**src/rtl/multdiv_pkg.sv**
```systemverilog
// Shared multdiv constants and the divider state encoding.
package multdiv_pkg;

  localparam int MD_WIDTH = 32;
  localparam int CNT_W    = 6;
  localparam logic [CNT_W-1:0] DIV_ITERS = 6'd32;

  typedef enum logic [1:0] {
    IDLE = 2'b00,
    BUSY = 2'b01,
    DONE = 2'b10
  } div_state_t;

endpackage

```
**src/rtl/multdiv_div_step.sv**
```systemverilog
// One restoring division iteration: shift in the next dividend bit, try to subtract the divisor.
module div_step
  import multdiv_pkg::*;
#(
  parameter int WIDTH = MD_WIDTH
) (
  input  logic [WIDTH-1:0] remainder,
  input  logic             dividend_msb,
  input  logic [WIDTH-1:0] divisor,
  output logic [WIDTH-1:0] next_remainder,
  output logic             quotient_bit
);

  logic [WIDTH:0] shifted;
  logic [WIDTH:0] trial;

  // Trial subtraction at WIDTH+1 bits; its MSB set means the divisor did not fit.
  always_comb begin
    shifted = {remainder, dividend_msb};
    trial   = shifted - {1'b0, divisor};
    if (trial[WIDTH]) begin
      next_remainder = shifted[WIDTH-1:0];
      quotient_bit   = 1'b0;
    end else begin
      next_remainder = trial[WIDTH-1:0];
      quotient_bit   = 1'b1;
    end
  end

endmodule

```
**src/rtl/multdiv_div.sv**
```systemverilog
// Sequential signed divider: restoring shift-subtract on magnitudes, one quotient bit per clock,
// sign applied to the quotient when the last bit is produced.
module multdiv_div
  import multdiv_pkg::*;
#(
  parameter int WIDTH = MD_WIDTH
) (
  input  logic             clock,
  input  logic             reset,
  input  logic             ctrl_DIV,
  input  logic [WIDTH-1:0] data_operandA,
  input  logic [WIDTH-1:0] data_operandB,
  output logic [WIDTH-1:0] data_result,
  output logic             data_exception,
  output logic             data_resultRDY
);

  localparam logic [WIDTH-1:0] ONE  = {{(WIDTH-1){1'b0}}, 1'b1};
  localparam logic [WIDTH-1:0] ZERO = {WIDTH{1'b0}};
  localparam logic [CNT_W-1:0] LAST = DIV_ITERS - 6'd1;

  div_state_t       state;
  logic [CNT_W-1:0] count;
  logic [WIDTH-1:0] dividend;
  logic [WIDTH-1:0] divisor;
  logic [WIDTH-1:0] remainder;
  logic [WIDTH-1:0] quotient;
  logic             negsign;

  logic [WIDTH-1:0] abs_a;
  logic [WIDTH-1:0] abs_b;
  logic [WIDTH-1:0] next_rem;
  logic [WIDTH-1:0] q_next;
  logic [WIDTH-1:0] q_signed;
  logic             qbit;

  // Magnitudes are unsigned, so the most negative operand maps onto itself as 2^(WIDTH-1).
  always_comb begin
    abs_a    = data_operandA[WIDTH-1] ? (~data_operandA + ONE) : data_operandA;
    abs_b    = data_operandB[WIDTH-1] ? (~data_operandB + ONE) : data_operandB;
    q_next   = {quotient[WIDTH-2:0], qbit};
    q_signed = negsign ? (~q_next + ONE) : q_next;
  end

  div_step #(.WIDTH(WIDTH)) u_step (
    .remainder      (remainder),
    .dividend_msb   (dividend[WIDTH-1]),
    .divisor        (divisor),
    .next_remainder (next_rem),
    .quotient_bit   (qbit)
  );

  // Control FSM and datapath; a start strobe wins in every state, aborting any division in flight.
  always_ff @(posedge clock or posedge reset) begin
    if (reset) begin
      state          <= IDLE;
      count          <= 6'd0;
      dividend       <= ZERO;
      divisor        <= ZERO;
      remainder      <= ZERO;
      quotient       <= ZERO;
      negsign        <= 1'b0;
      data_result    <= ZERO;
      data_exception <= 1'b0;
      data_resultRDY <= 1'b0;
    end else if (ctrl_DIV) begin
      dividend  <= abs_a;
      divisor   <= abs_b;
      negsign   <= data_operandA[WIDTH-1] ^ data_operandB[WIDTH-1];
      remainder <= ZERO;
      quotient  <= ZERO;
      count     <= 6'd0;
      if (data_operandB == ZERO) begin
        state          <= DONE;
        data_result    <= ZERO;
        data_exception <= 1'b1;
        data_resultRDY <= 1'b1;
      end else begin
        state          <= BUSY;
        data_exception <= 1'b0;
        data_resultRDY <= 1'b0;
      end
    end else begin
      case (state)
        BUSY: begin
          dividend  <= {dividend[WIDTH-2:0], 1'b0};
          remainder <= next_rem;
          quotient  <= q_next;
          count     <= count + 6'd1;
          // The final quotient bit is folded in directly so the result lands on the 32nd edge.
          if (count == LAST) begin
            state          <= DONE;
            data_result    <= q_signed;
            data_resultRDY <= 1'b1;
          end else begin
            state          <= BUSY;
            data_resultRDY <= 1'b0;
          end
        end
        DONE: begin
          state          <= IDLE;
          data_resultRDY <= 1'b0;
        end
        default: begin
          state          <= IDLE;
          data_resultRDY <= 1'b0;
        end
      endcase
    end
  end

endmodule

```
**config.mk**
```make
export PLATFORM = sky130hd
export DESIGN_NAME = multdiv_div
export DESIGN_NICKNAME = d
export VERILOG_FILES = /design/src/rtl/multdiv_pkg.sv /design/src/rtl/multdiv_div_step.sv /design/src/rtl/multdiv_div.sv
export SDC_FILE = /design/constraint.sdc
export NUM_CORES = 1
export LEC_CHECK = 0
export BUFFER_PORTS_ARGS = -buffer_cell sky130_fd_sc_hd__buf_2
export CAP_MARGIN = 10
export CORE_UTILIZATION = 61
export CTS_BUF_LIST = sky130_fd_sc_hd__clkbuf_8 sky130_fd_sc_hd__clkbuf_16
export CTS_CLUSTER_DIAMETER = 150
export DETAILED_ROUTE_END_ITERATION = 8
export GPL_TIMING_DRIVEN = 0
export PLACE_DENSITY_LB_ADDON = 0.25
export SLEW_MARGIN = 0
export SYNTH_ARGS = -nofsm -noshare
export SYNTH_HDL_FRONTEND = slang
export SYNTH_SLANG_ARGS = --single-unit
```
**constraint.sdc**
```tcl
create_clock -name clock -period 7.71 [get_ports clock]
set_clock_uncertainty 0.05 [all_clocks]
set_input_delay 1.1565 -clock clock [delete_from_list [all_inputs] [get_ports clock]]
set_output_delay 1.1565 -clock clock [all_outputs]
set_load 0.01 [all_outputs]
```
After elaboration in Yosys (flattened, before gate mapping)
Cells that the tools add are included.
Widths: inputs -> output; s select.
- output and inout port bits: 34
- latch bits: 0
- memory bits (read-only): 0
- logic and storage cells: 51
- bits of input ports: 67
- bits in writable memories: 0
- memories kept: 0
- flip-flop bits (word level): 170
- div/mod/pow operators: 0
- reductions and logical operators: 4
- add/subtract/negate cells: 5
- bitwise operators: 4
- mux-type cells: 25
- shifts and indexed selects: 0
- multiply operators: 0
- magnitude comparators: 0
- eq/ne operators: 3
- operators by type and width (cell ; number):
    $mux 32 ; 12
    $add 32x1->32 const B ; 3
    $not 32->32 ; 3
    $mux 31 ; 2
    $sub 33x32->33 ; 1
    $logic_not 32->1 ; 1
    $mux 6 ; 2
    $mux 2 ; 4
    $add 6x1->6 const B ; 1
    $eq 6x5->1 const B ; 1
    $mux 1 ; 5
    $reduce_bool 2->1 ; 2
    $reduce_and 3->1 ; 1
    $eq 2x1->1 const B ; 1
    $ne 2x1->1 const B ; 1
    $xor 1x1->1 ; 1

Depth between registers and ports, before layout
- depth after elaboration: 8
- mapped depth: 21
- depth with buffers taken out: 18

Cells and area by module
From an unflattened synthesis, not the netlist that was laid out.
- cells, all modules: 1255
- area, all modules: 11060.6 µm²
- by module, submodules not included (module ; area an instance (µm²) ; seq. area each (µm²) ; cells each ; times used):
    multdiv_div ; 8697.1 ; 4229.1 ; 950 ; 1
    div_step ; 2363.5 ; 0.0 ; 305 ; 1

Least setup slack after synthesis
No wires, ideal clock.
- path type: register to register
- from: reg divisor[0]
- to: reg data_result[18]
- arrival: 4233 ps
- setup slack: 3294 ps
- cell stages (with the launch flop): 21
- data required time: 7527 ps
- setup time: 133 ps
- period minus slack after synthesis: 4416 ps
- path through: dfrtp_1 > ha_1 > fa_1 > nand2b_1 > a211o_1 > a311o_1 > nand2_1 > o2111a_1 > o21ai_2 > and2_1 > buf_4 > inv_2 > buf_2 > ha_1 > nand2_1 > or2_2 > or3_1 > clkbuf_1 > o41ai_1 > xor2_1 > o21ai_0
- cells in the longest elaborated chain, start to end: 8
- ends and longest elaborated chain (item ; RTL line ; text):
    from (decl) ; multdiv_div.sv:25 ; logic [WIDTH-1:0] divisor;
    from (signal assigned) ; multdiv_div.sv:68 ; divisor <= abs_b;
    $sub 33x32->33 ; multdiv_div_step.sv:20 ; trial = shifted - {1'b0, divisor};
    $mux 1 ; multdiv_div_step.sv:21 ; if (trial[WIDTH]) begin
    $not 32->32 ; multdiv_div.sv:42 ; q_signed = negsign ? (~q_next + ONE) : q_next;
    $add 32x1->32 ; multdiv_div.sv:42 ;
    $mux 32 ; multdiv_div.sv:42 ;
    $mux 32 ; multdiv_div.sv:91 ; if (count == LAST) begin
    $mux 32 ; multdiv_div.sv:84 ; case (state)
    $mux 32 ; multdiv_div.sv:66 ; end else if (ctrl_DIV) begin
    to (signal assigned) ; multdiv_div.sv:93 ; data_result <= q_signed;
    to (decl) ; multdiv_div.sv:13 ; output logic [WIDTH-1:0] data_result,
Every way passes these cells. The select of a mux whose other input is x is not followed.
A chain may end at the register's enable or synchronous reset.

Worst setup path in the final report
Same ends and word-level chain as after synthesis.

==> impl_metrics.toml <==
[clock_network]
postCtsResizedCells = 0
hold_buffers = 0
postCtsSetupBuffers = 0
clock_path_buffers = 2
cts_num_sinks = 169
cts_inserted_buffers = 17
h-tree-depth = 4
tritoncts = "built"
cts.clk_slew.worst_paths_ps = 70
clock_latency_ps = 440
cts-root-buf = "clkbuf_16"

[finish]
finalNetCount = 1516
diodes = 0
area_growth_pct = 13.1
drive_gt1_share_pct = 11.4
multi_input_area_um2 = 6120
register_area_um2 = 4230
fill_cells = 1416

[sta]
period_needed_ps = 5310
worst_pin_slew_ps = 998
worst_slack_ps = 2400
finalHoldViolations = 0
slew_headroom_pct = 33.0
rsz0062_at_grt = "no"
post-route-period-util_pct = 68.8
fin_tns_setup_ps = 0
slew_violations = 0
setup_violations = 0
timing.fmax_mhz = 188

[grt]
grt_pass1_wl_um = 45700
overflow = 0
grt_pass1_vias = 9392
grtUsageTotal_pct = 31.7
grt_max_degree = 87
antenna_found_initial = 0

[synthesis]
synth_cell_type_count = 74
yosysSeqAreaShare_pct = 38.9
yosys_warnings = 0
syn_inst = 1293
syn_avg_cell_area_um2 = 8.40
synth_nets = 1397
async_reset_ff_share_pct = 100
syn_area_um2 = 10900
synth_edf_count = 0
ys.flop_type = "dfrtp_1"
ys_ff_latch = 169

[setup_path]
critical_path_class = "flip-flop to flip-flop"
reg2regPathDepth = 20
crit_path_max_incr_delay_ps = 410
crit_chain = "ha_1 > fa_1 > nand2b_1 > a211o_1 > a311o_1 > nand2_1 > o2111a_1 > o21ai_2 > and2_1 > buf_4 > inv_2 > buf_2 > ha_1 > nand2_1 > or2_2 > or3_1 > clkbuf_1 > o41ai_1 > xor2_1 > o21ai_0"
cp-start-kind = "flip-flop"
r2r_setup_slack_ps = 2400
r2r-start = "divisor[0]"
cp.required_ps = 7960
critPathCaptureType = "flip-flop"
r2r-end = "data_result[18]"
cp_slowest_cell = "dfrtp_1"
arrival_ps = 5550
critPathMaxFanout = 10

[job]
max-cap-violations = 0

[die]
die_area_um2 = 18300
num_rows = 48
start_util_pct = 62.6
die_w_um = 135
coreArea_um2 = 17400
io_pins = 101
die_y_um = 135

[placement]
portBuffers = 99
dp_slack_ps = 2460
gp_congestion = 0.934
dp_hpwl_um = 20400

[status]
status = "finished, final reports clean"

[power_and_ir_drop]
peakVddDrop_mv = 0.206
power.leakage_uw = 0.00573
p_total_uw = 3130
pwr_density_cell_nw_per_um2 = 255

[drt]
dr_total_vias = 10000
remaining_drc_errors = 0
vias_per_cell = 6.09
drt_pass1_iterations = 5
route.detailed.wl_per_inst_um = 16.9
first_iter_violations = 813
wirelength_um = 27800
ant_nets = 0

[min_path]
worstHoldPathCells = 2
min_from = "data_result[20]"
hp-class = "flip-flop to flip-flop"
hold-path-endpoint = "data_result[20]"
==> power breakdown <==
| group | switching [µW] | internal, µW |
|---|---|---|
| combinational | 705 | 453 |
| sequential | 86.1 | 989 |
| clock | 380 | 516 |
==> synth_stat cells (6+ instances only) <==
library cell	count	area share (%)
or4_1	6	0.41
nand2b_1	18	1.0
a32oi_1	7	0.56
xnor2_1	46	3.7
a211oi_1	12	0.83
o31ai_1	24	1.7
nor2_1	98	3.4
nor3_1	19	0.88
xor2_1	54	4.4
buf_1	13	0.45
o21ai_1	9	0.41
nand3b_1	8	0.55
mux2i_1	39	3.6
nand3_1	34	1.6
inv_1	60	2.1
clkbuf_1	54	1.9
dfrtp_1	169	39
nand2_1	203	7.0
o41ai_1	9	0.73
a311oi_1	23	1.9
o21ai_0	88	4.1
nand4_1	14	0.81
nor4_1	7	0.40
ha_1	36	4.1
and2_1	11	0.63
nor2b_1	10	0.58
or3_1	21	1.2
a21oi_1	111	5.1
==> registers in the layout, summed over array words and instances, names as in the netlist <==
name	flops
remainder	32
data_resultRDY	1
dividend	32
quotient	31
data_result	32
negsign	1
divisor	32
data_exception	1
count	6
state	1
==> worst max-delay path by stage <==
stage,from,to,slack (ps),cells after the start
finish,divisor[0],data_result[18],2400,20
global route,divisor[0],data_result[18],2090,20
CTS,divisor[0],data_result[18],2450,20
detailed placement,divisor[0],data_result[18],2460,20
global placement,reset,dividend[14],120,2
floorplan,reset,count[0],1930,1
==> layout make-up <==
type | count | area share [%]
Clock buffer | 17 | 3.46
Sequential cell | 169 | 34.4
Timing Repair Buffer | 100 | 4.26
Tap cell | 225 | 2.29
Buffer | 73 | 2.31
Inverter | 61 | 1.93
Multi-Input combinational cell | 990 | 49.8
Clock inverter | 15 | 1.52
==> layer usage <==
layer  track usage (%)  wire, µm  vias to the layer above
met1              42.7     12400                     4745
met4              13.2       766                        0
met5                 0         0                        -
met3              3.93      1640                       67
met2              51.8     13000                      432
li1                  -         -                     4804
==> worst max-delay path: cells and delay by family, from the launching register on <==
family	cells	cell delay (ps)
AO/OA/AOI/OAI	6	1580
AND/OR/NAND/NOR	6	1330
adder cells (fa/ha/maj)	3	860
buffers and inverters	4	710
flip-flops	1	410
XOR/XNOR	1	220
==> stage by stage <==
step,cells,area [µm²],hold WS [ps],utilization [%]
floorplan,1293,10900,437,-
global placement,1617,11600,408,67.0
detailed placement,1618,11700,415,67.2
CTS,1650,12300,431,70.8
global route,1650,12300,448,70.8
finish,1650,12300,422,70.8
==> cells in the final DEF, fill, tap and decap left out, types with 10 or more instances in the layout <==
cell type and instances:
a211oi_1 12, a21oi_1 111, a311oi_1 23, and2_1 11, buf_1 13, buf_2 104
clkbuf_1 54, clkbuf_16 17, dfrtp_1 169, ha_1 36, inv_1 59, mux2i_1 39
nand2_1 203, nand2b_1 18, nand3_1 34, nand4_1 14, nor2_1 98, nor2b_1 10
nor3_1 19, o21ai_0 88, o31ai_1 24, or3_1 21, xnor2_1 46, xor2_1 54
==> cell families after synthesis <==
kind of cell	Yosys count	synth area share, %
flops	169	38.9
compound gates	333	19.1
simple gates	475	20.6
buf+inv	134	4.72
mux	45	4.25
xor+xnor	100	8.07
fa+ha+maj	37	4.33
Note: power is estimated with default switching activity, not from simulation.
